<file path="config.mk">
export PLATFORM = sky130hd
export DESIGN_NAME = sha3_padder_gen_flat
export DESIGN_NICKNAME = d
export VERILOG_FILES = /design/src/rtl/sha3_pkg.sv /design/src/rtl/sha3_padder_gen_if.sv /design/src/rtl/sha3_pad_word.sv /design/src/rtl/sha3_padder_gen.sv /design/src/flat_wrapper.sv
export SDC_FILE = /design/constraint.sdc
export NUM_CORES = 1
export LEC_CHECK = 0
export ABC_AREA = 0
export CORE_MARGIN = 2
export CORE_UTILIZATION = 25
export CTS_CLUSTER_DIAMETER = 40
export DETAILED_ROUTE_END_ITERATION = 16
export PLACE_DENSITY = 0.54
export SYNTH_ARGS = -nofsm -noshare
export SYNTH_HDL_FRONTEND = slang
export SYNTH_SLANG_ARGS = --single-unit
export TNS_END_PERCENT = 1
</file>
<file path="constraint.sdc">
create_clock -name clk -period 3.02 [get_ports clk]
set_clock_uncertainty 0.2 [all_clocks]
set_input_delay 0.755 -clock clk [delete_from_list [all_inputs] [get_ports clk]]
set_output_delay 0.755 -clock clk [all_outputs]
set_load 0.05 [all_outputs]
</file>
<file path="src/rtl/sha3_pkg.sv">
// Shared constants and types for the SHA-3 input padder.
package sha3_pkg;

   // Domain-separation bytes
   localparam logic [7:0] DS_SHA3   = 8'h06;
   localparam logic [7:0] DS_KECCAK = 8'h01;
   localparam logic [7:0] DS_SHAKE  = 8'h1F;

   // Rate widths in bits for each digest size
   localparam int unsigned RATE_224 = 1152;
   localparam int unsigned RATE_256 = 1088;
   localparam int unsigned RATE_384 = 832;
   localparam int unsigned RATE_512 = 576;

   // Padder control states
   typedef enum logic [1:0] {
      ST_ACCEPT = 2'd0,
      ST_PAD    = 2'd1,
      ST_FULL   = 2'd2,
      ST_DONE   = 2'd3
   } state_t;

endpackage

</file>
<file path="src/rtl/sha3_padder_gen_if.sv">
// Word-in / block-out bus between host, padder and permutation stage.
interface sha3_padder_gen_if #(
   parameter int unsigned W    = 32,
   parameter int unsigned RATE = 576
);
   localparam int unsigned BW = $clog2(W/8);

   logic [W-1:0]    in;
   logic            in_ready;
   logic            is_last;
   logic [BW-1:0]   byte_num;
   logic            buffer_full;
   logic [RATE-1:0] out;
   logic            out_ready;
   logic            blk_last;
   logic            f_ack;

   // Host / permutation side
   modport master (
      output in, in_ready, is_last, byte_num, f_ack,
      input  buffer_full, out, out_ready, blk_last
   );

   // Padder side
   modport slave (
      input  in, in_ready, is_last, byte_num, f_ack,
      output buffer_full, out, out_ready, blk_last
   );
endinterface

</file>
<file path="src/rtl/sha3_pad_word.sv">
// Builds the W-bit word written into the current block slot:
// pass-through data, a truncated final word with the domain byte, or pad fill.
module sha3_pad_word #(
   parameter int unsigned W      = 32,
   parameter logic [7:0]  DSBYTE = 8'h06,
   localparam int unsigned NB    = W/8,
   localparam int unsigned BW    = $clog2(W/8)
) (
   input  logic [W-1:0]  in_i,
   input  logic [BW-1:0] byte_num_i,
   input  logic          is_last_i,
   input  logic          final_slot_i,
   input  logic          pad_only_i,
   output logic [W-1:0]  word_o
);

   // Byte-wise selection of data, domain byte and zero fill; 8'h80 closes the block
   always_comb begin
      word_o = '0;
      if (pad_only_i) begin
         if (final_slot_i) word_o[7:0] = 8'h80;
      end else if (!is_last_i) begin
         word_o = in_i;
      end else begin
         for (int unsigned b = 0; b < NB; b++) begin
            if (BW'(b) < byte_num_i)
               word_o[W-1-8*b -: 8] = in_i[W-1-8*b -: 8];
            else if (BW'(b) == byte_num_i)
               word_o[W-1-8*b -: 8] = DSBYTE;
         end
         if (final_slot_i) word_o[7:0] = word_o[7:0] | 8'h80;
      end
   end

endmodule

</file>
<file path="src/rtl/sha3_padder_gen.sv">
// SHA-3 multi-rate input padder: packs W-bit words into a RATE-bit block,
// pads the final message block and hands blocks to the permutation.
module sha3_padder_gen
   import sha3_pkg::*;
#(
   parameter int unsigned W      = 32,
   parameter int unsigned RATE   = 576,
   parameter logic [7:0]  DSBYTE = DS_SHA3
) (
   input  logic clk,
   input  logic reset_n,
   input  logic clear,
   sha3_padder_gen_if.slave bus
);

   localparam int unsigned N  = RATE/W;
   localparam int unsigned CW = $clog2(N+1);

   state_t          state_q;
   logic [CW-1:0]   cnt_q;
   logic [RATE-1:0] out_q;
   logic            buffer_full_q;
   logic            out_ready_q;
   logic            blk_last_q;

   logic            final_slot;
   logic            pad_only;
   logic            wr_en;
   logic [W-1:0]    word_d;

   assign final_slot = (cnt_q == CW'(N-1));
   assign pad_only   = (state_q == ST_PAD);
   assign wr_en      = ((state_q == ST_ACCEPT) && bus.in_ready) || (state_q == ST_PAD);

   sha3_pad_word #(
      .W      (W),
      .DSBYTE (DSBYTE)
   ) u_pad_word (
      .in_i         (bus.in),
      .byte_num_i   (bus.byte_num),
      .is_last_i    (bus.is_last),
      .final_slot_i (final_slot),
      .pad_only_i   (pad_only),
      .word_o       (word_d)
   );

   // Control FSM: slot counter, state and registered handshake outputs
   always_ff @(posedge clk or negedge reset_n) begin
      if (!reset_n) begin
         state_q       <= ST_ACCEPT;
         cnt_q         <= '0;
         buffer_full_q <= 1'b0;
         out_ready_q   <= 1'b0;
         blk_last_q    <= 1'b0;
      end else if (clear) begin
         state_q       <= ST_ACCEPT;
         cnt_q         <= '0;
         buffer_full_q <= 1'b0;
         out_ready_q   <= 1'b0;
         blk_last_q    <= 1'b0;
      end else begin
         case (state_q)
            ST_ACCEPT: begin
               if (bus.in_ready) begin
                  if (bus.is_last) begin
                     if (final_slot) begin
                        state_q       <= ST_FULL;
                        buffer_full_q <= 1'b1;
                        out_ready_q   <= 1'b1;
                        blk_last_q    <= 1'b1;
                     end else begin
                        state_q <= ST_PAD;
                        cnt_q   <= cnt_q + 1'b1;
                     end
                  end else begin
                     cnt_q <= cnt_q + 1'b1;
                     if (final_slot) begin
                        state_q       <= ST_FULL;
                        buffer_full_q <= 1'b1;
                        out_ready_q   <= 1'b1;
                     end
                  end
               end
            end
            ST_PAD: begin
               if (final_slot) begin
                  state_q       <= ST_FULL;
                  buffer_full_q <= 1'b1;
                  out_ready_q   <= 1'b1;
                  blk_last_q    <= 1'b1;
               end else begin
                  cnt_q <= cnt_q + 1'b1;
               end
            end
            ST_FULL: begin
               if (bus.f_ack) begin
                  state_q       <= blk_last_q ? ST_DONE : ST_ACCEPT;
                  cnt_q         <= '0;
                  buffer_full_q <= 1'b0;
                  out_ready_q   <= 1'b0;
                  blk_last_q    <= 1'b0;
               end
            end
            ST_DONE: begin
            end
            default: state_q <= ST_ACCEPT;
         endcase
      end
   end

   // Block register: one W-bit slot written per accepted or pad cycle, word 0 at the top
   always_ff @(posedge clk or negedge reset_n) begin
      if (!reset_n) begin
         out_q <= '0;
      end else if (clear) begin
         out_q <= '0;
      end else if (wr_en) begin
         for (int unsigned s = 0; s < N; s++) begin
            if (cnt_q == CW'(s)) out_q[RATE-1-W*s -: W] <= word_d;
         end
      end
   end

   assign bus.out         = out_q;
   assign bus.out_ready   = out_ready_q;
   assign bus.buffer_full = buffer_full_q;
   assign bus.blk_last    = blk_last_q;

endmodule
</file>
<file path="src/flat_wrapper.sv">
// flat-port wrapper written by rule: the top's interface ports become plain ports
module sha3_padder_gen_flat import sha3_pkg::*;
#(
   parameter int unsigned W      = 32,
   parameter int unsigned RATE   = 576,
   parameter logic [7:0]  DSBYTE = DS_SHA3
)
  (clk, reset_n, clear, bus_in, bus_in_ready, bus_is_last, bus_byte_num, bus_f_ack, bus_buffer_full, bus_out, bus_out_ready, bus_blk_last);
  sha3_padder_gen_if #(.W(W), .RATE(RATE)) bus_i ();
  input  logic clk;
  input  logic reset_n;
  input  logic clear;
  input wire logic [$bits(bus_i.in)-1:0] bus_in;
  input wire logic [$bits(bus_i.in_ready)-1:0] bus_in_ready;
  input wire logic [$bits(bus_i.is_last)-1:0] bus_is_last;
  input wire logic [$bits(bus_i.byte_num)-1:0] bus_byte_num;
  input wire logic [$bits(bus_i.f_ack)-1:0] bus_f_ack;
  output wire logic [$bits(bus_i.buffer_full)-1:0] bus_buffer_full;
  output wire logic [$bits(bus_i.out)-1:0] bus_out;
  output wire logic [$bits(bus_i.out_ready)-1:0] bus_out_ready;
  output wire logic [$bits(bus_i.blk_last)-1:0] bus_blk_last;
  assign bus_i.in = bus_in;
  assign bus_i.in_ready = bus_in_ready;
  assign bus_i.is_last = bus_is_last;
  assign bus_i.byte_num = bus_byte_num;
  assign bus_i.f_ack = bus_f_ack;
  assign bus_buffer_full = bus_i.buffer_full;
  assign bus_out = bus_i.out;
  assign bus_out_ready = bus_i.out_ready;
  assign bus_blk_last = bus_i.blk_last;
  sha3_padder_gen #(.W(W), .RATE(RATE), .DSBYTE(DSBYTE)) u_core (.clk(clk), .reset_n(reset_n), .clear(clear), .bus(bus_i));
endmodule
</file>
==> flow_metrics.tcl <==
set metrics [dict create \
    cp-start-kind "flop" \
    synth_area_um2 22100 \
    crit_family "buffers and inverters" \
    grt-ovfl-total 0 \
    power.leakage_uw 0.0145 \
    grt_setup_unrepaired "no" \
    p_seq_share_pct 32.6 \
    slowest_stage "clkdlybuf4s50_1" \
    crit_chain "clkdlybuf4s50_1" \
    crit_start "u_core.bus.blk_last$_DFFE_PN0P_" \
    holdWs_ns 0.273 \
    stdcell_count 3978 \
    pwr-share-clk_pct 40.8 \
    cp_max_fo 4 \
    ir_drop_mv 0.472 \
    yosysSeqAreaShare_pct 66.4 \
    cp-end-kind "output pin" \
    muxShareOfSynthArea_pct 0.459 \
    synth_top_family_by_area "compound AO/OA/AOI/OAI gates" \
    dpl_worst_slack_ns -0.0329 \
    min_path_type "flop to flop" \
    dp.cells 3785 \
    vias_per_cell 4.35 \
    postSynthCellCount 2068 \
    ys_ff_latch 586 \
    p_int_uw 18300 \
    grt_max_degree 77 \
    crit_required_ns 2.06 \
    gp_congestion 0.833 \
    status "completed" \
    cp.arrival_ns 2.00 \
    rows 108 \
    yosysWarnings 0 \
    ys_async_sr_fraction_pct 100 \
    clockBufferDepth 3 \
    core_area_um2 87200 \
    ys_types 48 \
    postRouteAntennaNets 0 \
    avgSynthCellArea_um2 10.7 \
    slew_viol_final 0 \
    final.period_utilization_pct 97.7 \
    fmax_mhz 339 \
    areaGrowthSynthToFinish_pct 52.6 \
    finalHoldViolCount 0 \
    drive_above_1_share_pct 11.2 \
    wl_um 85700 \
    hpwl_um 61100 \
    cp.buffers_inverters 1 \
    synth_compound_area_share_pct 15.2 \
    numCtsBuffers 102 \
    regToRegSetupSlack_ns 0.55 \
    nNetsFinal 2783 \
    cts-root-buf "clkbuf_16" \
    drc 0 \
    reg2reg_to "u_core.bus.out[337]$_DFFE_PN0P_" \
    tightest_slew_ns 0.945 \
    min_path_cells 2 \
    dieArea_um2 90700 \
    switching_share_pct 35.8 \
    rr_worst_depth 6 \
    nFillCells 8675 \
    grt_pass1_vias 17400 \
    gr-usage-all-layers_pct 18.7 \
    final.min_clock_period_ns 2.95 \
    cts_tree "built" \
    p_per_area_nw_per_um2 847 \
    cpPeakStageDelay_ns 0.93 \
    antenna_found_initial 11 \
    drt_first_pass_iters 8 \
    grt_pass1_wl_um 124000 \
    h-tree-depth 3 \
    min_from "u_core.bus.out[20]$_DFFE_PN0P_" \
    vias 17300 \
    io_buffer_count 618 \
    clkSlewWorstSetupHoldPaths_ns 0.05 \
    syn_nets 2116 \
    pin_count 619 \
    initial_core_util_pct 25.3 \
    synth_xor_area_share_pct 0 \
    synth_edf_count 0 \
    power_frac_comb_pct 26.6 \
    yosys.area_share.simple_pct 12.2 \
    drt_iter0_markers 799 \
    timing.rr.start "u_core.state_q[1]$_DFFE_PN0P_" \
    cap_violations 0 \
    synthAdderAreaFrac_pct 0.454 \
    min_to "u_core.bus.out[20]$_DFFE_PN0P_" \
    wire_per_inst_um 21.6 \
    synth_top_flop_cell "dfrtp_1" \
    path_class "flop to output pin" \
    relSlewSlack_pct 36.7 \
    worst_slack_ns 0.0682 \
    cts_sinks 586 \
    worstSkewPairLatency_ns 0.66 \
    setup_viol 0 \
    switchingPower_uw 10200 \
    die_x_um 301 \
    die_y_um 301 \
]
-- Yosys cell counts, types with 2 or more instances --
cell      number  share of area (%)
a211o_1        2              0.079
a211oi_1       2              0.068
a21oi_1        9               0.20
and3_1         3              0.085
and4b_1        3               0.14
and4bb_2       3               0.17
buf_2         38               0.86
buf_4         15               0.51
buf_6         35                1.8
clkbuf_1      44               0.75
clkbuf_2      26               0.59
dfrtp_1      586                 66
ha_1           8               0.45
inv_1         40               0.68
mux2i_1        9               0.41
nand2_1      572                9.7
nand2b_1       3              0.085
nand3_1       25               0.57
nor2_1         3              0.051
nor2b_1        6               0.17
nor3_1         3              0.068
nor3_4         3               0.22
nor4b_2        4               0.27
nor4bb_1       6               0.27
o21ai_0      475                 11
o21ai_1      103                2.3
o21ai_2        8               0.32
o21ai_4       13               0.96
o41ai_1        2              0.079
-- cells in the final DEF, fill, tap and decap left out, types with 13 or more instances in the layout --
cell	n
nand2_1	572
o21ai_1	99
clkdlybuf4s50_1	615
nand3_1	25
o21ai_0	475
inv_6	13
buf_12	52
inv_1	40
buf_4	52
clkbuf_1	21
o21ai_4	20
clkbuf_16	104
dfrtp_1	586
-- worst max-delay path by stage --
stage | endpoint | slack, ns | cells after the start
3_3_place_gp | u_core.bus.out[434]$_DFFE_PN0P_ | 0.007 | 5
3_5_place_dp | u_core.bus.out[209]$_DFFE_PN0P_ | -0.03 | 5
4_1_cts | bus_blk_last | 0.007 | 1
6_report | bus_blk_last | 0.07 | 1
2_1_floorplan | u_core.bus.out[344]$_DFFE_PN0P_ | 0.80 | 7
5_1_grt | bus_blk_last | 0.03 | 1
-- power groups by stage --
stage,sequential [uW],clock (uW),combinational [uW]
6_report,9310,11600,7580
5_1_grt,9420,12300,7980
2_1_floorplan,12600,0,1300
4_1_cts,9320,11900,7690
3_5_place_dp,9430,0,7680
3_3_place_gp,9410,0,7650
-- per-layer routing --
metal  vias to the layer above  part of all wire (%)  wire (um)  global-route usage [%]
met5                         -                     0          0                       0
met4                         0                   3.7       3130                    7.60
met3                       149                   8.1       6970                    6.37
met2                       556                    46      39500                    29.8
met1                      8305                    42      36100                    23.4
li1                       8289                     -          -                       -
-- what timing repair did --
item | 4_1_cts | 5_1_grt
setup endpoints to repair | 0 | 1
buffers inserted | 0 | 0
hold endpoints to repair | 25 | 0
resized for setup | 0 | 1
hold buffers | 1 | 0
-- area by class of cell --
type / count / area, um2 / area share (%)
timing repair buffer: 723 / 7630 / 22.6
tap: 1155 / 1450 / 4.29
inverter: 40 / 150 / 0.446
clock buffer: 128 / 2720 / 8.08
clock inverter: 62 / 756 / 2.24
multi-input combinational: 1282 / 6320 / 18.7
antenna: 2 / 5.00 / 0.0149
sequential: 586 / 14700 / 43.5
-- sequential cells by signal (all words and copies together) (netlist names) --
register and flops:
u_core.bus.blk_last 1, u_core.bus.buffer_full 1, u_core.bus.out 576, u_core.bus.out_ready 1, u_core.cnt_q 5, u_core.state_q 2
-- tightest hold or removal path: stages (launching register included) --
cell     delay, ns
dfrtp_1       0.34
nand2_1       0.04
o21ai_0       0.06
-- through the flow --
step	setup TNS, ns	instance area (um2)	util [%]	total power (uW)
after floorplan	0	22100	-	13900
final	0	33700	38.7	28500
after global placement	0	30200	34.6	17100
after CTS	0	33700	38.6	28900
after detailed placement	-0.116	30200	34.6	17100
after global routing	0	33700	38.6	29700
-- cell families (layout without fill, tap and decap cells) --
| group | Yosys count | after routing |
|---|---|---|
| AOI/OAI and AO/OA | 623 | 623 |
| adders and majority gates | 8 | 8 |
| buffers and inverters | 200 | 953 |
| DFF | 586 | 586 |
| muxes | 10 | 10 |
| other | 0 | 2 |
| and+or+nand+nor | 641 | 641 |
Note: power is estimated with default switching activity, not from simulation.
